$ cat config.mk
export PLATFORM = sky130hd
export DESIGN_NAME = dispense_sequencer
export DESIGN_NICKNAME = d
export VERILOG_FILES = /design/src/rtl/dispense_sequencer.sv
export SDC_FILE = /design/constraint.sdc
export NUM_CORES = 1
export LEC_CHECK = 0
export BUFFER_PORTS_ARGS = -buffer_cell sky130_fd_sc_hd__buf_4
export CAP_MARGIN = 20
export CORE_MARGIN = 2
export CORE_UTILIZATION = 55
export CTS_BUF_LIST = sky130_fd_sc_hd__clkbuf_16
export DETAILED_ROUTE_END_ITERATION = 7
export PLACE_DENSITY = 0.77
export SYNTH_ARGS = -nofsm -noshare
export SYNTH_HDL_FRONTEND = slang
export SYNTH_SLANG_ARGS = --single-unit
$ cat constraint.sdc
create_clock -name clock -period 2.4 [get_ports clock]
set_clock_uncertainty 0.1 [all_clocks]
set_input_delay 0.36 -clock clock [delete_from_list [all_inputs] [get_ports clock]]
set_output_delay 0.36 -clock clock [all_outputs]
set_load 0.03 [all_outputs]
$ cat src/rtl/dispense_sequencer.sv
// -----------------------------------------------------------------------------
// dispense_sequencer
//
// Purpose:
//   Drink dispensing sequencer that sits behind the coffee_machine payment
//   stage. A one-cycle start request carries a 3-bit drink code. The code is
//   latched and the ingredient valves are opened one at a time, in the fixed
//   order WATER -> COFFEE -> MILK -> CHOCOLATE -> SUGAR. Each valve stays open
//   for STEP_CYCLES clocks. Steps that are not part of the latched recipe are
//   skipped without spending a cycle. A one-cycle 'finished' pulse marks the
//   end of the drink.
//
// Parameters:
//   STEP_CYCLES  clock cycles each valve stays open (1..255, default 4)
//
// Ports:
//   clock        system clock, rising-edge
//   reset        synchronous active-high reset, returns to IDLE
//   start        one-cycle request, only honoured in IDLE
//   coffee_type  drink code, latched when start is accepted
//   abort        (DISPENSE_ABORT_EN only) cut the current drink short
//   busy         high from the first valve cycle through the finished cycle
//   water, coffee, milk, chocolate, sugar   valve drives, at most one high
//   finished     one-cycle completion pulse
//   bad_type     one-cycle pulse when start carries an undefined code
//
// Configuration macro:
//   DISPENSE_ABORT_EN  when defined, adds the 'abort' input. Asserting abort in
//                      any valve step closes all valves on the next cycle and
//                      finishes the drink through DONE.
//
// Every output is driven straight from a flop. Each registered output is
// computed from the next state, so it lines up with the state it describes.
// -----------------------------------------------------------------------------
module dispense_sequencer #(
   parameter int unsigned STEP_CYCLES = 4
) (
   input  logic       clock,
   input  logic       reset,
   input  logic       start,
   input  logic [2:0] coffee_type,
`ifdef DISPENSE_ABORT_EN
   input  logic       abort,
`endif
   output logic       busy,
   output logic       water,
   output logic       coffee,
   output logic       milk,
   output logic       chocolate,
   output logic       sugar,
   output logic       finished,
   output logic       bad_type
);

   // Counter only needs to hold STEP_CYCLES-1, but it keeps at least one bit.
   localparam int unsigned     CNT_W    = (STEP_CYCLES > 1) ? $clog2(STEP_CYCLES) : 1;
   localparam logic [CNT_W-1:0] CNT_LOAD = CNT_W'(STEP_CYCLES - 1);

   // The encoding order matches the dispensing order, and step_after relies on it.
   typedef enum logic [2:0] {
      IDLE      = 3'd0,
      WATER     = 3'd1,
      COFFEE    = 3'd2,
      MILK      = 3'd3,
      CHOCOLATE = 3'd4,
      SUGAR     = 3'd5,
      DONE      = 3'd6
   } state_t;

   // Recipe mask bit order: [0] water, [1] coffee, [2] milk, [3] chocolate, [4] sugar.
   // An all-zero mask marks an undefined drink code.
   function automatic logic [4:0] recipe_mask(input logic [2:0] code);
      logic [4:0] m;
      case (code)
         3'b001:  m = 5'b00011;   // espresso
         3'b010:  m = 5'b10011;   // americano
         3'b011:  m = 5'b10111;   // cappuccino
         3'b100:  m = 5'b11111;   // mocha
         3'b101:  m = 5'b01101;   // hot chocolate
         default: m = 5'b00000;
      endcase
      return m;
   endfunction

   // Returns the first recipe step that comes strictly after 'cur', or DONE if
   // none is left. The checks run from the last step to the first, so the
   // earliest qualifying step is the one that remains assigned.
   function automatic state_t step_after(input state_t cur, input logic [4:0] m);
      state_t r;
      r = DONE;
      if (m[4] && (cur < SUGAR))     r = SUGAR;
      if (m[3] && (cur < CHOCOLATE)) r = CHOCOLATE;
      if (m[2] && (cur < MILK))      r = MILK;
      if (m[1] && (cur < COFFEE))    r = COFFEE;
      if (m[0] && (cur < WATER))     r = WATER;
      return r;
   endfunction

   state_t           state_q, state_d;
   logic [CNT_W-1:0] cnt_q, cnt_d;
   logic [2:0]       type_q, type_d;
   logic             busy_q, busy_d;
   logic [4:0]       valve_q, valve_d;
   logic             finished_q, finished_d;
   logic             bad_type_q, bad_type_d;

   logic [4:0]       start_mask;
   logic [4:0]       latched_mask;
   logic             step_entry;

   assign start_mask   = recipe_mask(coffee_type);
   assign latched_mask = recipe_mask(type_q);

   // ---------------------------------------------------------------- next state
   always_comb begin
      state_d    = state_q;
      type_d     = type_q;
      bad_type_d = 1'b0;

      case (state_q)
         IDLE: begin
            if (start) begin
               if (start_mask != 5'b00000) begin
                  type_d  = coffee_type;
                  state_d = step_after(IDLE, start_mask);
               end else begin
                  bad_type_d = 1'b1;
               end
            end
         end

         WATER, COFFEE, MILK, CHOCOLATE, SUGAR: begin
`ifdef DISPENSE_ABORT_EN
            if (abort) begin
               state_d = DONE;
            end else
`endif
            if (cnt_q == '0) begin
               state_d = step_after(state_q, latched_mask);
            end
         end

         DONE: begin
            state_d = IDLE;
         end

         default: begin
            state_d = IDLE;
         end
      endcase
   end

   // --------------------------------------------------------------- step timer
   // The counter is reloaded whenever a step is entered, including a direct
   // step-to-step hand-off. It counts down while the step holds and is cleared
   // outside the step states.
   assign step_entry = (state_d != state_q) &&
                       (state_d != IDLE) && (state_d != DONE);

   always_comb begin
      cnt_d = '0;
      if (step_entry) begin
         cnt_d = CNT_LOAD;
      end else if ((state_d == state_q) && (state_q != IDLE) && (state_q != DONE)) begin
         cnt_d = cnt_q - CNT_W'(1);
      end
   end

   // --------------------------------------------------------- registered outputs
   // The outputs are decoded from state_d, so each registered output is valid
   // in the same cycle as the state it belongs to.
   always_comb begin
      valve_d    = 5'b00000;
      valve_d[0] = (state_d == WATER);
      valve_d[1] = (state_d == COFFEE);
      valve_d[2] = (state_d == MILK);
      valve_d[3] = (state_d == CHOCOLATE);
      valve_d[4] = (state_d == SUGAR);
      busy_d     = (state_d != IDLE);
      finished_d = (state_d == DONE);
   end

   // ------------------------------------------------------------------- flops
   always_ff @(posedge clock) begin
      if (reset) begin
         state_q    <= IDLE;
         cnt_q      <= '0;
         type_q     <= 3'b000;
         busy_q     <= 1'b0;
         valve_q    <= 5'b00000;
         finished_q <= 1'b0;
         bad_type_q <= 1'b0;
      end else begin
         state_q    <= state_d;
         cnt_q      <= cnt_d;
         type_q     <= type_d;
         busy_q     <= busy_d;
         valve_q    <= valve_d;
         finished_q <= finished_d;
         bad_type_q <= bad_type_d;
      end
   end

   assign busy      = busy_q;
   assign water     = valve_q[0];
   assign coffee    = valve_q[1];
   assign milk      = valve_q[2];
   assign chocolate = valve_q[3];
   assign sugar     = valve_q[4];
   assign finished  = finished_q;
   assign bad_type  = bad_type_q;

endmodule

==> results of run 1 <==
## cell type report
type / instances / area share
tap: 25 / 0.0263
clock inverter: 1 / 0.00316
multi-input combinational: 91 / 0.517
inverter: 8 / 0.0253
timing repair buffer: 15 / 0.0948
sequential: 16 / 0.270
clock buffer: 3 / 0.0632
## state kept, by name, indices dropped and copies added, names as in the netlist
register  cells
valve_q       5
state_q       3
type_q        3
cnt_q         2
bad_type      1
busy          1
finished      1
## routing by layer
metal | global-route usage | up-vias | wire length, microns
met5 | 0 | - | 0
met4 | 0.0667 | 0 | 29
met3 | 0.0346 | 5 | 132
met2 | 0.463 | 35 | 1220
met1 | 0.295 | 454 | 938
li1 | - | 468 | -
## critical path, cell delays in order (launching register included)
cell                      delay (ns)
sky130_fd_sc_hd__dfxtp_1        0.60
sky130_fd_sc_hd__nor2_2         0.10
sky130_fd_sc_hd__mux2_2         0.29
sky130_fd_sc_hd__a31o_4         0.27
sky130_fd_sc_hd__o31ai_4        0.30
sky130_fd_sc_hd__o22ai_1        0.14
sky130_fd_sc_hd__a31o_1         0.20
## where the power goes
part	switching [W]	total (W)	leakage [nW]	internal [W]
logic	0.000516	0.000876	0.295	0.000360
registers	0.000110	0.000464	0.131	0.000354
clock network	0.000108	0.000329	0.0385	0.000221
## worst min-delay path by stage
stage / from / to / slack (ns) / depth (start not counted)
after global routing: reset / type_q[1]$_SDFFE_PP0P_ / 0.26 / 2
after floorplan: cnt_q[0]$_SDFF_PP0_ / cnt_q[0]$_SDFF_PP0_ / 0.38 / 2
after CTS: reset / type_q[1]$_SDFFE_PP0P_ / 0.25 / 2
after global placement: cnt_q[0]$_SDFF_PP0_ / cnt_q[0]$_SDFF_PP0_ / 0.39 / 2
after detailed placement: cnt_q[0]$_SDFF_PP0_ / cnt_q[0]$_SDFF_PP0_ / 0.44 / 2
final: reset / type_q[1]$_SDFFE_PP0P_ / 0.25 / 2
## per-stage QoR
step / hold WS, ns / cell area, sq um / worst slack, ns / cells
after floorplan: 0.379 / 1020 / 0.612 / 124
after global placement: 0.394 / 1110 / 0.385 / 155
after detailed placement: 0.442 / 1110 / 0.315 / 155
after CTS: 0.249 / 1190 / 0.301 / 159
after global routing: 0.258 / 1190 / 0.0546 / 159
final: 0.249 / 1190 / 0.294 / 159
## layout by cell type, fill, tap and decap left out, types with 3 or more instances in the layout
cell / n
sky130_fd_sc_hd__a21oi_1: 8
sky130_fd_sc_hd__nor2b_1: 3
sky130_fd_sc_hd__clkbuf_16: 3
sky130_fd_sc_hd__inv_1: 8
sky130_fd_sc_hd__buf_4: 15
sky130_fd_sc_hd__nor3_1: 4
sky130_fd_sc_hd__nor2_1: 18
sky130_fd_sc_hd__nand2_1: 4
sky130_fd_sc_hd__dfxtp_1: 16
sky130_fd_sc_hd__o21ai_0: 12
## kinds of logic after synthesis
group | Yosys count
AO/OA/AOI/OAI | 42
adder cells (fa/ha/maj) | 1
buffers and inverters | 17
flip-flops | 16
multiplexers | 2
AND/OR/NAND/NOR | 46
==> insert_results.sql, run 1 <==
INSERT INTO impl_metrics (metric_group, metric, value, unit) VALUES
('outcome', 'outcome', 'finished clean', ''),
('drt', 'mean_number_of_vias_per_cell', '6.05', ''),
('drt', 'detailedRoute.firstPassIterationCount', '4', ''),
('worst_setup_path', 'reg2reg_to', 'cnt_q[0]$_SDFF_PP0_', ''),
('drt', 'drt_first_iter_violations', '28', ''),
('logic_synthesis', 'main_combinational_cell_family_by_area_after_synthesis', 'compound AO/OA/AOI/OAI gates', ''),
('sta', 'worst-slew-pin-transition', '0.485', 'ns'),
('sta', 'max_freq', '475', 'MHz'),
('drt', 'drtAntennaViolNets', '0', ''),
('die', 'core_area', '1750', 'sq um'),
('drt', 'drt_drc_violations_left', '0', ''),
('logic_synthesis', 'mappedNetlistArea', '1020', 'sq um'),
('worst_setup_path', 'critical_path.startpoint', 'state_q[0]$_SDFF_PP0_', ''),
('drt', 'routedWlPerCell', '14.6', 'microns'),
('sta', 'finalHoldViolCount', '0', ''),
('die', 'initial_core_util', '0.587', ''),
('die', 'floorplan.io_pins', '14', ''),
('layout', 'layout-drive-gt1-share', '0.216', ''),
('global_routing', 'grt_max_degree', '16', ''),
('flow_run', 'maxCapViolations', '0', ''),
('logic_synthesis', 'synth_compound_area_frac', '0.328', ''),
('clock_network', 'cts.path.max_buffers', '2', ''),
('logic_synthesis', 'synth.most_common_cell', 'sky130_fd_sc_hd__nor2_1', ''),
('layout', 'insertedDiodeCount', '0', ''),
('power_and_ir_drop', 'design_power_total', '0.00167', 'W'),
('worst_setup_path', 'r2r-start', 'state_q[0]$_SDFF_PP0_', ''),
('logic_synthesis', 'synth_nets', '131', ''),
('layout', 'multiInputGateArea', '614', 'sq um'),
('logic_synthesis', 'synth-simple-area-share', '0.238', ''),
('sta', 'totalNegativeSetupSlack', '0', 'ns'),
('die', 'die_wd', '47.2', 'microns'),
('power_and_ir_drop', 'ir_worst_vdd', '0.757', 'mV'),
('logic_synthesis', 'synthTopCellsByCount', 'sky130_fd_sc_hd__nor2_1, sky130_fd_sc_hd__dfxtp_1, sky130_fd_sc_hd__o21ai_0', ''),
('worst_setup_path', 'path_max_fanout', '15', ''),
('logic_synthesis', 'synthTopCellsByArea', 'sky130_fd_sc_hd__dfxtp_1, sky130_fd_sc_hd__nor2_1, sky130_fd_sc_hd__o21ai_0', ''),
('worst_setup_path', 'worst_setup_path_end_kind', 'flop', ''),
('layout', 'final.fill_count', '151', ''),
('logic_synthesis', 'netlist.top_cell.by_area', 'sky130_fd_sc_hd__dfxtp_1', ''),
('worst_setup_path', 'timing.critical_path.required', '2.44', 'ns'),
('logic_synthesis', 'synthDistinctLibCells', '50', ''),
('global_routing', 'grt_first_pass_wirelength', '3890', 'microns'),
('clock_network', 'tritoncts_clock_tree', 'yes', ''),
('layout', 'ff_latch_area', '320', 'sq um'),
('layout', 'utilization', '0.680', ''),
('clock_network', 'post_cts_resized', '0', ''),
('logic_synthesis', 'ys_ff_latch', '16', ''),
('worst_setup_path', 'startpoint_type', 'flop', ''),
('hold_path', 'hold_path_class', 'input port to flop', ''),
('worst_setup_path', 'ff2ff_path_depth', '6', ''),
('power_and_ir_drop', 'power_per_unit_of_standard_cell_area', '1410', 'nW/um^2'),
('logic_synthesis', 'async_flop_share', '0', ''),
('die', 'die_area', '2220', 'sq um'),
('die', 'dieHeight', '47.2', 'microns'),
('clock_network', 'worstSkewPairLatency', '0.25', 'ns'),
('sta', 'finalCriticalPeriod', '2.11', 'ns'),
('layout', 'final_net_count', '142', ''),
('worst_setup_path', 'critical_path_class', 'flop to flop', ''),
('drt', 'wl', '2320', 'microns'),
('logic_synthesis', 'ys.flop_type', 'sky130_fd_sc_hd__dfxtp_1', ''),
('clock_network', 'numCtsBuffers', '3', ''),
('logic_synthesis', 'post_synth_fa_ha_maj_area_fraction', '0.0122', ''),
('logic_synthesis', 'synthDominantCellAreaShare', '0.313', ''),
('logic_synthesis', 'synth_edf_count', '0', ''),
('global_routing', 'grt_antenna_before_repair', '0', ''),
('global_routing', 'first_global_vias', '871', ''),
('drt', 'vias', '962', ''),
('logic_synthesis', 'number_of_instances_in_the_synthesized_netlist', '124', ''),
('global_routing', 'groute.usage.overall', '0.248', ''),
('layout', 'synthToLayoutAreaGrowth', '15.9', '%'),
('placement', 'final_replace_weighted_congestion', '0.858', ''),
('worst_setup_path', 'capture_point_of_the_worst_path', 'cnt_q[0]$_SDFF_PP0_', '');
Power figures use the tool's default switching activity.
==> run 2: changes to the inputs <==
Settings changed: BUFFER_PORTS_ARGS -buffer_cell sky130_fd_sc_hd__buf_4 to not set, DONT_BUFFER_PORTS set to 1, PLACE_DENSITY 0.77 to not set, PLACE_DENSITY_LB_ADDON set to 0.2, SKIP_LAST_GASP set to 1.
==> run 2 against run 1 <==
  * Count of clock-buffer cells in the layout unchanged
  * Final area fell by 7.9%
  * Routed wire length down 9.2%
==> insert_results.sql, run 2 (synthesis results as in run 1) <==
INSERT INTO impl_metrics (metric_group, metric, value, unit) VALUES
('outcome', 'outcome', 'finished clean', ''),
('clock_network', 'cts_setup_buffers', '0', ''),
('drt', 'wl', '2110', 'microns'),
('clock_network', 'htree_levels', '1', ''),
('worst_setup_path', 'worst-path-buf-inv', '0', ''),
('hold_path', 'hold_path_class', 'input port to flop', ''),
('power_and_ir_drop', 'design_power_total', '0.00157', 'W'),
('layout', 'mostFrequentLayoutCells', 'sky130_fd_sc_hd__nor2_1, sky130_fd_sc_hd__dfxtp_1, sky130_fd_sc_hd__o21ai_0', ''),
('placement', 'preCtsSetupSlack', '0.308', 'ns'),
('clock_network', 'holdBufCountCts', '0', ''),
('drt', 'mean_number_of_vias_per_cell', '6.06', ''),
('clock_network', 'numCtsBuffers', '3', ''),
('layout', 'synthToLayoutAreaGrowth', '6.72', '%'),
('sta', 'relSlewSlack', '0.676', ''),
('global_routing', 'first_global_vias', '786', ''),
('sta', 'rsz0062_at_grt', 'false', ''),
('die', 'row_count', '15', ''),
('die', 'floorplan.io_pins', '14', ''),
('clock_network', 'post_cts_resized', '0', ''),
('hold_path', 'min_from', 'reset', ''),
('worst_setup_path', 'critical_path_cell_count', '6', ''),
('worst_setup_path', 'cp_cell_sequence', 'nor2_2, mux2_2, a31o_4, o31ai_4, o22ai_1, a31o_1', ''),
('placement', 'post-place-cells', '143', ''),
('layout', 'final_net_count', '130', ''),
('die', 'dieHeight', '47.2', 'microns'),
('sta', 'totalNegativeSetupSlack', '0', 'ns'),
('clock_network', 'cts.reportedPaths.clkPinSlew', '0.05', 'ns'),
('clock_network', 'clock-root-buffer', 'sky130_fd_sc_hd__clkbuf_16', ''),
('clock_network', 'cts.path.max_buffers', '2', ''),
('die', 'initial_core_util', '0.587', ''),
('placement', 'count_of_buffers_from_port_buffering', '0', ''),
('global_routing', 'globalRoute.totalOverflow', '0', ''),
('drt', 'vias', '885', ''),
('worst_setup_path', 'path_max_fanout', '14', ''),
('worst_setup_path', 'timing.critical_path.required', '2.43', 'ns'),
('hold_path', 'min_delay_path_depth', '1', ''),
('power_and_ir_drop', 'p_leak', '0.401', 'nW'),
('layout', 'top_regs', 'valve_q x5, state_q x3, type_q x3', ''),
('worst_setup_path', 'worstPathArrival', '2.19', 'ns'),
('layout', 'final_cells', '146', ''),
('sta', 'worst-slew-pin-transition', '0.486', 'ns'),
('sta', 'final-max-slew-violation-count', '0', ''),
('flow_run', 'maxCapViolations', '0', ''),
('sta', 'setup_violations', '0', ''),
('sta', 'setup_ws', '0.244', 'ns'),
('clock_network', 'tritoncts_clock_tree', 'yes', ''),
('worst_setup_path', 'startpoint_type', 'flop', ''),
('layout', 'largest_register_ff_count', '5', ''),
('drt', 'drt_first_iter_violations', '16', ''),
('sta', 'finalHoldViolCount', '0', ''),
('global_routing', 'grt_max_degree', '16', ''),
('sta', 'finalCriticalPeriod', '2.16', 'ns'),
('die', 'die_wd', '47.2', 'microns'),
('sta', 'max_freq', '464', 'MHz'),
('global_routing', 'groute.usage.overall', '0.220', ''),
('worst_setup_path', 'regToRegSetupSlack', '0.24', 'ns'),
('worst_setup_path', 'r2r-start', 'state_q[1]$_SDFF_PP0_', ''),
('placement', 'place.detailed.hpwl', '1540', 'microns'),
('clock_network', 'clkSinkCount', '16', ''),
('worst_setup_path', 'ff2ff_path_depth', '6', ''),
('drt', 'drtAntennaViolNets', '0', ''),
('layout', 'layout-drive-gt1-share', '0.140', ''),
('clock_network', 'worstSkewPairLatency', '0.24', 'ns'),
('worst_setup_path', 'critical_path_class', 'flop to flop', ''),
('die', 'core_area', '1750', 'sq um'),
('drt', 'routedWlPerCell', '14.5', 'microns'),
('worst_setup_path', 'worst_setup_path_end_kind', 'flop', ''),
('power_and_ir_drop', 'power_per_unit_of_standard_cell_area', '1440', 'nW/um^2'),
('worst_setup_path', 'reg2reg_to', 'cnt_q[0]$_SDFF_PP0_', ''),
('layout', 'regMostFlops', 'valve_q', ''),
('layout', 'layout_commonest_cell', 'sky130_fd_sc_hd__nor2_1', ''),
('drt', 'detailedRoute.firstPassIterationCount', '4', ''),
('layout', 'insertedDiodeCount', '0', ''),
('global_routing', 'grt_first_pass_wirelength', '3490', 'microns'),
('worst_setup_path', 'max_stage_delay', '0.59', 'ns'),
('hold_path', 'worst_hold_path.endpoint', 'type_q[0]$_SDFFE_PP0P_', ''),
('placement', 'final_replace_weighted_congestion', '0.839', ''),
('sta', 'worst_hold_check_slack', '0.0847', 'ns'),
('worst_setup_path', 'cpLargestDelayFamily', 'compound AO/OA/AOI/OAI gates', ''),
('global_routing', 'grt_antenna_before_repair', '0', ''),
('sta', 'fin_crit_sh', '0.898', ''),
('power_and_ir_drop', 'ir_worst_vdd', '0.968', 'mV'),
('die', 'die_area', '2220', 'sq um'),
('layout', 'final.fill_count', '155', ''),
('drt', 'drt_drc_violations_left', '0', ''),
('worst_setup_path', 'cell_type_of_the_slowest_stage_on_the_worst_timing_path', 'sky130_fd_sc_hd__dfxtp_1', '');
-- run 2: cell count changes in the layout (fill, tap and decap cells not counted), sizes merged --
| cell | delta |
|---|---|
| buf | -12 |
| clkinv | -1 |
-- run 2: layout make-up --
class / count / area [sq um] / area share
Inverter: 8 / 30.0 / 0.0275
Tap cell: 25 / 31.3 / 0.0286
Sequential cell: 16 / 320 / 0.293
Multi-Input combinational cell: 91 / 614 / 0.562
Timing Repair Buffer: 3 / 22.5 / 0.0206
Clock buffer: 3 / 75.1 / 0.0686
-- run 2: worst reg2reg max path: stages (launching register included) --
cell,delay [ns]
sky130_fd_sc_hd__dfxtp_1,0.59
sky130_fd_sc_hd__nor2_2,0.12
sky130_fd_sc_hd__mux2_2,0.30
sky130_fd_sc_hd__a31o_4,0.27
sky130_fd_sc_hd__o31ai_4,0.32
sky130_fd_sc_hd__o22ai_1,0.16
sky130_fd_sc_hd__a31o_1,0.20
-- run 2: how the worst max path moves through the flow --
stage                     slack, ns                  start                   to
after floorplan                0.61  state_q[2]$_SDFF_PP0_  cnt_q[0]$_SDFF_PP0_
after global placement         0.37  state_q[2]$_SDFF_PP0_  cnt_q[0]$_SDFF_PP0_
after detailed placement       0.31  state_q[1]$_SDFF_PP0_  cnt_q[0]$_SDFF_PP0_
after CTS                      0.28  state_q[1]$_SDFF_PP0_  cnt_q[0]$_SDFF_PP0_
after global routing           0.12  state_q[2]$_SDFF_PP0_  cnt_q[0]$_SDFF_PP0_
final                          0.24  state_q[1]$_SDFF_PP0_  cnt_q[0]$_SDFF_PP0_
-- run 2: layer usage --
metal	global-route usage	up-vias	part of all wire
met4	0.0444	0	0.015
met1	0.295	422	0.46
met5	0	-	0
met3	0.0615	4	0.039
met2	0.356	16	0.48
li1	-	443	-
-- run 2: stage by stage --
step | util | cell area [sq um]
floorplan | - | 1020
global placement | 0.584 | 1020
detailed placement | 0.584 | 1020
CTS | 0.627 | 1090
global route | 0.627 | 1090
finish | 0.627 | 1090
-- run 2: power breakdown --
group	leakage [nW]	switching [W]	internal [W]
logic	0.233	0.000395	0.000312
clock network	0.0370	0.0000896	0.000217
registers	0.131	0.000203	0.000355
total	0.401	0.000687	0.000884
==> run 3: changes to the inputs <==
Settings changed: CORE_UTILIZATION 55 to 61.
==> run 3 against run 2 <==
  * Sequential power about the same
  * Register-to-register slack got worse by 0.08 ns
  * Die area down 9.0%
  * Count of clock-buffer cells in the layout unchanged
  * Non-clock buffer count is the same
  * Largest power group unchanged
  * Sequential share of layout area grew 0.20 points
  * Global-route usage grew 2.5 points
  * Via count up 1.0%
  * Worst setup slack worse by 0.079 ns
  * Clock power increased by 4%
  * Critical endpoint is now cnt_q[1]$_SDFF_PP0_
  * Total power up 1.1%
  * Fmax fell by 3.5%
==> insert_results.sql, run 3 (synthesis results as in run 1) <==
INSERT INTO impl_metrics (metric_group, metric, value, unit) VALUES
('outcome', 'outcome', 'finished clean', ''),
('worst_setup_path', 'path_max_fanout', '19', ''),
('global_routing', 'globalRoute.totalOverflow', '0', ''),
('die', 'die_wd', '45.0', 'microns'),
('flow_run', 'maxCapViolations', '0', ''),
('layout', 'final.fill_count', '124', ''),
('worst_setup_path', 'startpoint_type', 'flop', ''),
('sta', 'rsz0062_at_grt', 'false', ''),
('sta', 'fin_crit_sh', '0.931', ''),
('die', 'initial_core_util', '0.665', ''),
('worst_setup_path', 'cell_type_of_the_slowest_stage_on_the_worst_timing_path', 'sky130_fd_sc_hd__dfxtp_1', ''),
('worst_setup_path', 'cp_cell_sequence', 'nor2_2, mux2_2, a31o_4, o31ai_4, o22ai_1, a31o_1', ''),
('worst_setup_path', 'worst-path-buf-inv', '0', ''),
('layout', 'final_net_count', '130', ''),
('sta', 'finalHoldViolCount', '0', ''),
('clock_network', 'cts.reportedPaths.clkPinSlew', '0.05', 'ns'),
('layout', 'top_regs', 'valve_q x5, state_q x3, type_q x3', ''),
('global_routing', 'grt_first_pass_wirelength', '3490', 'microns'),
('die', 'row_count', '14', ''),
('clock_network', 'tritoncts_clock_tree', 'yes', ''),
('sta', 'setup_ws', '0.165', 'ns'),
('layout', 'synthToLayoutAreaGrowth', '5.98', '%'),
('drt', 'drt_first_iter_violations', '17', ''),
('worst_setup_path', 'timing.critical_path.required', '2.43', 'ns'),
('clock_network', 'worstSkewPairLatency', '0.25', 'ns'),
('clock_network', 'htree_levels', '1', ''),
('drt', 'vias', '894', ''),
('die', 'dieHeight', '45.0', 'microns'),
('sta', 'worst_hold_check_slack', '0.0777', 'ns'),
('worst_setup_path', 'critical_path_class', 'flop to flop', ''),
('die', 'core_area', '1540', 'sq um'),
('placement', 'final_replace_weighted_congestion', '0.868', ''),
('layout', 'largest_register_ff_count', '5', ''),
('clock_network', 'cts_setup_buffers', '0', ''),
('layout', 'mostFrequentLayoutCells', 'sky130_fd_sc_hd__nor2_1, sky130_fd_sc_hd__dfxtp_1, sky130_fd_sc_hd__o21ai_0', ''),
('worst_setup_path', 'worstPathArrival', '2.27', 'ns'),
('layout', 'insertedDiodeCount', '0', ''),
('power_and_ir_drop', 'ir_worst_vdd', '0.975', 'mV'),
('sta', 'finalCriticalPeriod', '2.23', 'ns'),
('placement', 'place.detailed.hpwl', '1530', 'microns'),
('drt', 'drtAntennaViolNets', '0', ''),
('sta', 'final-max-slew-violation-count', '0', ''),
('placement', 'preCtsSetupSlack', '0.218', 'ns'),
('clock_network', 'holdBufCountCts', '0', ''),
('sta', 'relSlewSlack', '0.633', ''),
('placement', 'post-place-cells', '134', ''),
('worst_setup_path', 'critical_path.startpoint', 'state_q[1]$_SDFF_PP0_', ''),
('drt', 'detailedRoute.firstPassIterationCount', '4', ''),
('drt', 'mean_number_of_vias_per_cell', '6.48', ''),
('clock_network', 'post_cts_resized', '0', ''),
('worst_setup_path', 'cpLargestDelayFamily', 'compound AO/OA/AOI/OAI gates', ''),
('layout', 'layout-drive-gt1-share', '0.139', ''),
('clock_network', 'cts.path.max_buffers', '2', ''),
('drt', 'drt_drc_violations_left', '0', ''),
('global_routing', 'groute.usage.overall', '0.245', ''),
('sta', 'setup_violations', '0', ''),
('global_routing', 'grt_max_degree', '20', ''),
('drt', 'routedWlPerCell', '16.1', 'microns'),
('layout', 'regMostFlops', 'valve_q', ''),
('drt', 'wl', '2230', 'microns'),
('hold_path', 'hold_path_class', 'input port to flop', ''),
('die', 'floorplan.io_pins', '14', ''),
('clock_network', 'clkSinkCount', '16', ''),
('sta', 'totalNegativeSetupSlack', '0', 'ns'),
('worst_setup_path', 'r2r-start', 'state_q[1]$_SDFF_PP0_', ''),
('worst_setup_path', 'worst_setup_path_end_kind', 'flop', ''),
('layout', 'layout_commonest_cell', 'sky130_fd_sc_hd__nor2_1', ''),
('placement', 'count_of_buffers_from_port_buffering', '0', ''),
('layout', 'final_cells', '138', ''),
('die', 'die_area', '2020', 'sq um'),
('global_routing', 'grt_antenna_before_repair', '0', ''),
('power_and_ir_drop', 'power_per_unit_of_standard_cell_area', '1460', 'nW/um^2'),
('sta', 'worst-slew-pin-transition', '0.550', 'ns'),
('power_and_ir_drop', 'p_leak', '0.403', 'nW'),
('clock_network', 'clock-root-buffer', 'sky130_fd_sc_hd__clkbuf_16', ''),
('sta', 'max_freq', '447', 'MHz'),
('global_routing', 'first_global_vias', '762', ''),
('hold_path', 'min_from', 'reset', ''),
('worst_setup_path', 'max_stage_delay', '0.66', 'ns'),
('clock_network', 'numCtsBuffers', '3', '');
[run 3: cell count changes in the layout (fill, tap and decap cells not counted), sizes merged]
cell and delta:
clkinv +1
[run 3: stage by stage]
stage / area (sq um) / total power [W] / util
CTS: 1090 / 0.00159 / 0.705
finish: 1090 / 0.00159 / 0.705
floorplan: 1020 / 0.00116 / -
global placement: 1010 / 0.00124 / 0.653
detailed placement: 1010 / 0.00125 / 0.653
global route: 1090 / 0.00170 / 0.705
[run 3: metal layers]
layer	share of wire	GRT usage
met3	0.054	0.0680
met5	0	0
met2	0.49	0.374
met4	0.016	0.129
met1	0.43	0.313
[run 3: power breakdown]
group | switching [W] | total [W] | internal [W]
combinational | 0.000401 | 0.000711 | 0.000310
clock | 0.0000993 | 0.000320 | 0.000221
sequential | 0.000204 | 0.000559 | 0.000355
total | 0.000704 | 0.00159 | 0.000885
[run 3: area by class of cell]
cell class                      count  area, sq um  share of cell area
Sequential cell                    16          320               0.295
Timing Repair Buffer                3         22.5              0.0207
Tap cell                           16         20.0              0.0184
Inverter                            8         30.0              0.0276
Multi-Input combinational cell     91          614               0.566
Clock inverter                      1         3.75             0.00346
Clock buffer                        3         75.1              0.0691
[run 3: final timing paths]
path	cells after the start	end	slack [ns]
min	1	type_q[0]$_SDFFE_PP0P_	0.08
max reg2reg	6	cnt_q[1]$_SDFF_PP0_	0.17
min reg2reg	2	cnt_q[0]$_SDFF_PP0_	0.42
max	6	cnt_q[1]$_SDFF_PP0_	0.17
